### src/rtl/riscv_fetch_pkg.sv
// Shared types and constants for the instruction fetch slice.
package riscv_fetch_pkg;

  localparam int unsigned XLEN        = 32;
  localparam int unsigned INSTR_BYTES = 4;
  localparam logic [XLEN-1:0] NOP_INSTR = 32'h00000013;

  typedef enum logic [1:0] {
    IDLE = 2'd0,
    RUN  = 2'd1,
    HALT = 2'd2
  } fetch_state_t;

  typedef struct packed {
    logic [XLEN-1:0] pc;
    logic [XLEN-1:0] instr;
  } fetch_entry_t;

endpackage

### src/rtl/fetch_buffer.sv
// DEPTH-entry FIFO of {pc, instr}; head is always entry 0, pop shifts the rest down.
module fetch_buffer
  import riscv_fetch_pkg::*;
#(
  parameter int unsigned DEPTH = 2,
  localparam int unsigned CW = $clog2(DEPTH + 1)
) (
  input  logic         clk,
  input  logic         rst,
  input  logic         push,
  input  logic         pop,
  input  logic         flush,
  input  fetch_entry_t din,
  output logic [CW-1:0] count,
  output fetch_entry_t head
);

  localparam int unsigned W = $bits(fetch_entry_t);

  logic [DEPTH*W-1:0] mem_q, mem_d;
  logic [CW-1:0]      count_d, wr_idx;
  logic               pop_ok, push_ok;

  // Packed storage lets a pop be a plain shift, so any DEPTH works without pointer wrap.
  always_comb begin
    pop_ok  = pop && (count != '0);
    push_ok = push && ((count < CW'(DEPTH)) || pop_ok);
    wr_idx  = pop_ok ? (count - CW'(1)) : count;
    mem_d   = pop_ok ? (mem_q >> W) : mem_q;
    if (push_ok) begin
      mem_d[W*int'(wr_idx) +: W] = din;
    end
    count_d = count;
    if (push_ok && !pop_ok) begin
      count_d = count + CW'(1);
    end else if (pop_ok && !push_ok) begin
      count_d = count - CW'(1);
    end
  end

  always_ff @(posedge clk or posedge rst) begin
    if (rst) begin
      mem_q <= '0;
      count <= '0;
    end else if (flush) begin
      count <= '0;
    end else begin
      mem_q <= mem_d;
      count <= count_d;
    end
  end

  assign head = mem_q[W-1:0];

endmodule

### src/rtl/instruction_fetch_controller.sv
// Program counter, fetch FSM and decode handshake for the InstructionMemory read port.
// Optional FETCH_ALIGN_CHECK_EN adds a sticky misalign_err output for unaligned redirects.
module instruction_fetch_controller
  import riscv_fetch_pkg::*;
#(
  parameter logic [31:0] RESET_PC = 32'h00000000,
  parameter int unsigned DEPTH    = 2
) (
  input  logic        clk,
  input  logic        rst,
  input  logic        start,
  input  logic        halt_req,
  input  logic        redirect_valid,
  input  logic [31:0] redirect_pc,
  output logic [31:0] imem_addr,
  output logic        imem_en,
  input  logic [31:0] imem_instr,
  output logic        out_valid,
  input  logic        out_ready,
  output logic [31:0] out_instr,
  output logic [31:0] out_pc,
  output logic        busy,
  output logic [31:0] fetch_cnt
`ifdef FETCH_ALIGN_CHECK_EN
  ,
  output logic        misalign_err
`endif
);

  localparam int unsigned CW = $clog2(DEPTH + 1);
  localparam logic [XLEN-1:0] ALIGN_MASK = XLEN'(INSTR_BYTES - 1);

  fetch_state_t    state_q, state_d;
  logic [XLEN-1:0] pc_q, pc_d, cnt_q;
  logic [CW-1:0]   count;
  fetch_entry_t    head, hold_q, din;
  logic            pop;

  always_comb begin
    pop     = (count != '0) && out_ready;
    imem_en = (state_q == RUN) && !redirect_valid && !halt_req &&
              ((count < CW'(DEPTH)) || pop);
    din     = '{pc: pc_q, instr: imem_instr};

    pc_d = pc_q;
    if (redirect_valid) begin
      pc_d = redirect_pc & ~ALIGN_MASK;
    end else if (imem_en) begin
      pc_d = pc_q + XLEN'(INSTR_BYTES);
    end

    // A redirect freezes the FSM; only an unaligned target (when checked) moves it.
    state_d = state_q;
    if (!redirect_valid) begin
      case (state_q)
        IDLE:    if (start)    state_d = RUN;
        RUN:     if (halt_req) state_d = HALT;
        HALT:    if (start)    state_d = RUN;
        default:               state_d = IDLE;
      endcase
    end
`ifdef FETCH_ALIGN_CHECK_EN
    if (redirect_valid && ((redirect_pc & ALIGN_MASK) != '0)) begin
      state_d = HALT;
    end
`endif
  end

  always_ff @(posedge clk or posedge rst) begin
    if (rst) begin
      state_q <= IDLE;
      pc_q    <= RESET_PC;
      cnt_q   <= '0;
      hold_q  <= '{pc: '0, instr: NOP_INSTR};
    end else begin
      state_q <= state_d;
      pc_q    <= pc_d;
      if (imem_en) begin
        cnt_q <= cnt_q + 32'd1;
      end
      if (out_valid) begin
        hold_q <= head;
      end
    end
  end

`ifdef FETCH_ALIGN_CHECK_EN
  always_ff @(posedge clk or posedge rst) begin
    if (rst) begin
      misalign_err <= 1'b0;
    end else if (redirect_valid && ((redirect_pc & ALIGN_MASK) != '0)) begin
      misalign_err <= 1'b1;
    end
  end
`endif

  fetch_buffer #(.DEPTH(DEPTH)) u_buf (
    .clk   (clk),
    .rst   (rst),
    .push  (imem_en),
    .pop   (pop),
    .flush (redirect_valid),
    .din   (din),
    .count (count),
    .head  (head)
  );

  assign out_valid = (count != '0);
  assign out_pc    = out_valid ? head.pc    : hold_q.pc;
  assign out_instr = out_valid ? head.instr : hold_q.instr;
  assign imem_addr = pc_q;
  assign busy      = (state_q == RUN);
  assign fetch_cnt = cnt_q;

endmodule

### config.mk
export PLATFORM = sky130hd
export DESIGN_NAME = instruction_fetch_controller
export DESIGN_NICKNAME = d
export VERILOG_FILES = /design/src/rtl/riscv_fetch_pkg.sv /design/src/rtl/fetch_buffer.sv /design/src/rtl/instruction_fetch_controller.sv
export SDC_FILE = /design/constraint.sdc
export NUM_CORES = 1
export LEC_CHECK = 0
export BUFFER_PORTS_ARGS = -buffer_cell sky130_fd_sc_hd__buf_2
export CAP_MARGIN = 10
export CORE_ASPECT_RATIO = 1.75
export CORE_MARGIN = 1.5
export CORE_UTILIZATION = 28
export CTS_CLUSTER_DIAMETER = 80
export DETAILED_ROUTE_END_ITERATION = 6
export PLACE_DENSITY = 0.58
export REMOVE_ABC_BUFFERS = 1
export SETUP_SLACK_MARGIN = 0.15
export SYNTH_ARGS = -nofsm -noshare
export SYNTH_HDL_FRONTEND = slang
export SYNTH_SLANG_ARGS = --single-unit
### constraint.sdc
create_clock -name clk -period 8.75 [get_ports clk]
set_input_delay 0.875 -clock clk [delete_from_list [all_inputs] [get_ports clk]]
set_output_delay 0.875 -clock clk [all_outputs]
set_load 0.1 [all_outputs]
==> reports/results.tsv <==
stage	metric	value	unit
setup_path	critical path, cell by cell	inv_1 > ha_4 > buf_4 > nand2b_1 > a211oi_4 > buf_2	
layout	share of layout cells above drive strength 1	29.4	%
routing	Final ANT Viol Nets	0	
routing	initial DRC count	359	
die	chip height	269	um
placement	Detailed Place HPWL	19.3	mm
clock_tree	clock latency on the worst-skew pair	0.55	ns
routing	Routed wire per std cell	19.4	um
die	die area	41700	um^2
global_route	total track usage	15.2	%
synthesis	EDFF count, synth	0	
run_status	status	finished, final reports clean	
setup_path	WS Path Type	flip-flop to output port	
layout	nets@finish	1196	
setup_path	Critical Path RT	7.88	ns
clock_tree	# clock sinks	258	
sta	max-slew violation count	0	
setup_path	Critical Path End Type	output port	
sta	post-layout min period	4.57	ns
sta	Worst Skew	0.0228	ns
die	Die X	155	um
clock_tree	Post-CTS Repair Setup Buffers	0	
sta	final setup vio count	0	
routing	drt first pass iters	4	
synthesis	syn_area_per_cell	11.9	um^2
synthesis	Synth Warn #	0	
synthesis	Gate Count Post-Synth	955	
die	I/O pin count	201	
placement	Placer Congestion	0.723	
clock_tree	CTS tree	done	
setup_path	critical-path maximum fanout	66	
global_route	largest net degree at the start of global routing	136	
routing	final WL	31.8	mm
layout	Filler cells	4019	
layout	Area Growth Syn to Fin	20.1	%
sta	final hold slack	0.457	ns
synthesis	Synth top area share	56.3	%
routing	DRC	0	
setup_path	max incr delay on CP	0.63	ns
die	Rows	97	
global_route	first-pass GRT wire length	49.7	mm
layout	Multi-input gate area	4520	um^2
sta	setup TNS	0	ns
routing	Vias	8169	
clock_tree	CTS Buffer Depth	3	
routing	Via density	4.99	
synthesis	cell with the most instances after synthesis	dfrtp_1	
global_route	grt ovf	0	
synthesis	Post-Syn Area	11300	um^2
sta	Max Fclk	0.219	GHz
sta	RSZ-0062 raised after global routing	no	
setup_path	critical path's slowest cell	dfrtp_1	
die	core box area	39900	um^2
clock_tree	clk slew on worst S/H paths	0.07	ns
sta	Worst Tran Pin Value	1.12	ns
synthesis	post-synthesis sequential area ratio	57.0	%
synthesis	dominant synthesized flop cell	dfrtp_1	
setup_path	crit path DAT	3.70	ns
sta	Fin. Hold Viols	0	
clock_tree	CTS buffer count	27	
clock_tree	H-tree depth	1	
min_path	worst hold-check path type	input pin to asynchronous set/reset pin	
setup_path	crit path buf inv count	3	
sta	Slew HR	25.6	%
setup_path	element type at the critical path start	flip-flop	
placement	Buffers on Ports	196	
synthesis	Post-synth ARST share	100	%
clock_tree	CTS root buf	clkbuf_16	
flow_run	Max Cap Violations	0	
sta	Final Cycle Share	52.3	%
die	initial cell density of the core	28.4	%
synthesis	distinct cell type count after synthesis	53	
setup_path	Crit path max-delay family	buffers and inverters	
layout	post-layout util	34.1	%
synthesis	FF+latch count, synth	258	
layout	storage element area	6460	um^2
synthesis	most frequent cells after synthesis	dfrtp_1, nand2_1, mux2i_1	
synthesis	Synth area leaders	dfrtp_1, mux2i_1, mux2_2	
clock_tree	post-CTS sizing	0	
global_route	vias in the first global route	8635	
synthesis	Synth area leader	dfrtp_1	
global_route	initial antenna violation count	4	
clock_tree	hold-fix buffers at CTS	0	
[flip-flops by register name, summed over array words and instances (netlist names)]
| register | count |
|---|---|
| fetch_cnt | 32 |
| imem_addr | 30 |
| hold_q | 64 |
| state_q | 2 |
| u_buf.count | 2 |
| u_buf.mem_q | 128 |
[final cells by class]
cell class | instances | share of cell area [%]
tap | 495 | 4.55
sequential | 258 | 47.5
multi-input combinational | 614 | 33.2
inverter | 14 | 0.441
clock inverter | 13 | 0.929
timing repair buffer | 206 | 7.87
antenna | 1 | 0.0184
clock buffer | 36 | 5.51
[path summary, 6_finish.rpt]
| kind | start | to | slack (ns) | depth (start not counted) |
|---|---|---|---|---|
| max | u_buf.count[1]$_DFFE_PP0P_ | imem_en | 4.18 | 6 |
| min | rst | hold_q[10]$_DFFE_PP0N_ | 0.46 | 2 |
| max reg2reg | u_buf.count[1]$_DFFE_PP0P_ | u_buf.mem_q[7]$_DFFE_PP0N_ | 4.55 | 8 |
| min reg2reg | fetch_cnt[31]$_DFFE_PP0P_ | fetch_cnt[31]$_DFFE_PP0P_ | 0.48 | 1 |
| max in group asynchronous | rst | u_buf.mem_q[56]$_DFFE_PP0N_ | 6.96 | 3 |
| min in group clk | fetch_cnt[31]$_DFFE_PP0P_ | fetch_cnt[31]$_DFFE_PP0P_ | 0.48 | 1 |
[cells by family (layout without fill, tap and decap cells)]
group,Yosys count,after routing,share of synthesized area (%)
adders and majority gates,5,5,0.552
DFF,258,258,57.0
and+or+nand+nor,203,203,8.67
AOI/OAI and AO/OA,195,195,11.7
other,1,3,0.0331
muxes,150,150,14.0
xor gates and xnor gates,59,59,4.56
buffers and inverters,84,269,3.39
[layer usage]
layer / share of wire, % / track usage [%] / up-vias
met5: 0.088 / 0 / -
met4: 2.7 / 5.04 / 4
met2: 51 / 27.5 / 208
met3: 5.7 / 3.44 / 59
li1: - / - / 3745
met1: 40 / 17.7 / 4153
[cells in the final DEF (no fill, tap or decap), types with 26 or more instances in the layout]
cell type / synthesis / routed
xnor2_1: 50 / 50
o21ai_0: 26 / 26
nand2_1: 95 / 94
dfrtp_1: 255 / 255
buf_2: 7 / 195
a21oi_1: 65 / 65
mux2_2: 68 / 68
a22o_1: 62 / 62
mux2i_1: 82 / 82
clkbuf_16: 0 / 27
[per-stage QoR]
step	setup WS [ns]	cells	instance area (um^2)
finish	4.18	1637	13600
global route	3.92	1637	13600
CTS	4.13	1636	13600
detailed placement	4.56	1587	12700
global placement	4.64	1587	12700
floorplan	0.782	886	11000
[worst register-to-register path, stage by stage, from the launching register on]
cell      delay, ns
dfrtp_1        0.55
inv_1          0.21
ha_4           0.15
buf_4          0.82
nand2b_1       0.60
a211oi_4       0.22
nand2_4        0.40
buf_4          0.81
mux2i_1        0.34
Power is left out: the tool's default activity adds up to more than one toggle a clock period on the data nets, which glitch-free logic cannot reach.
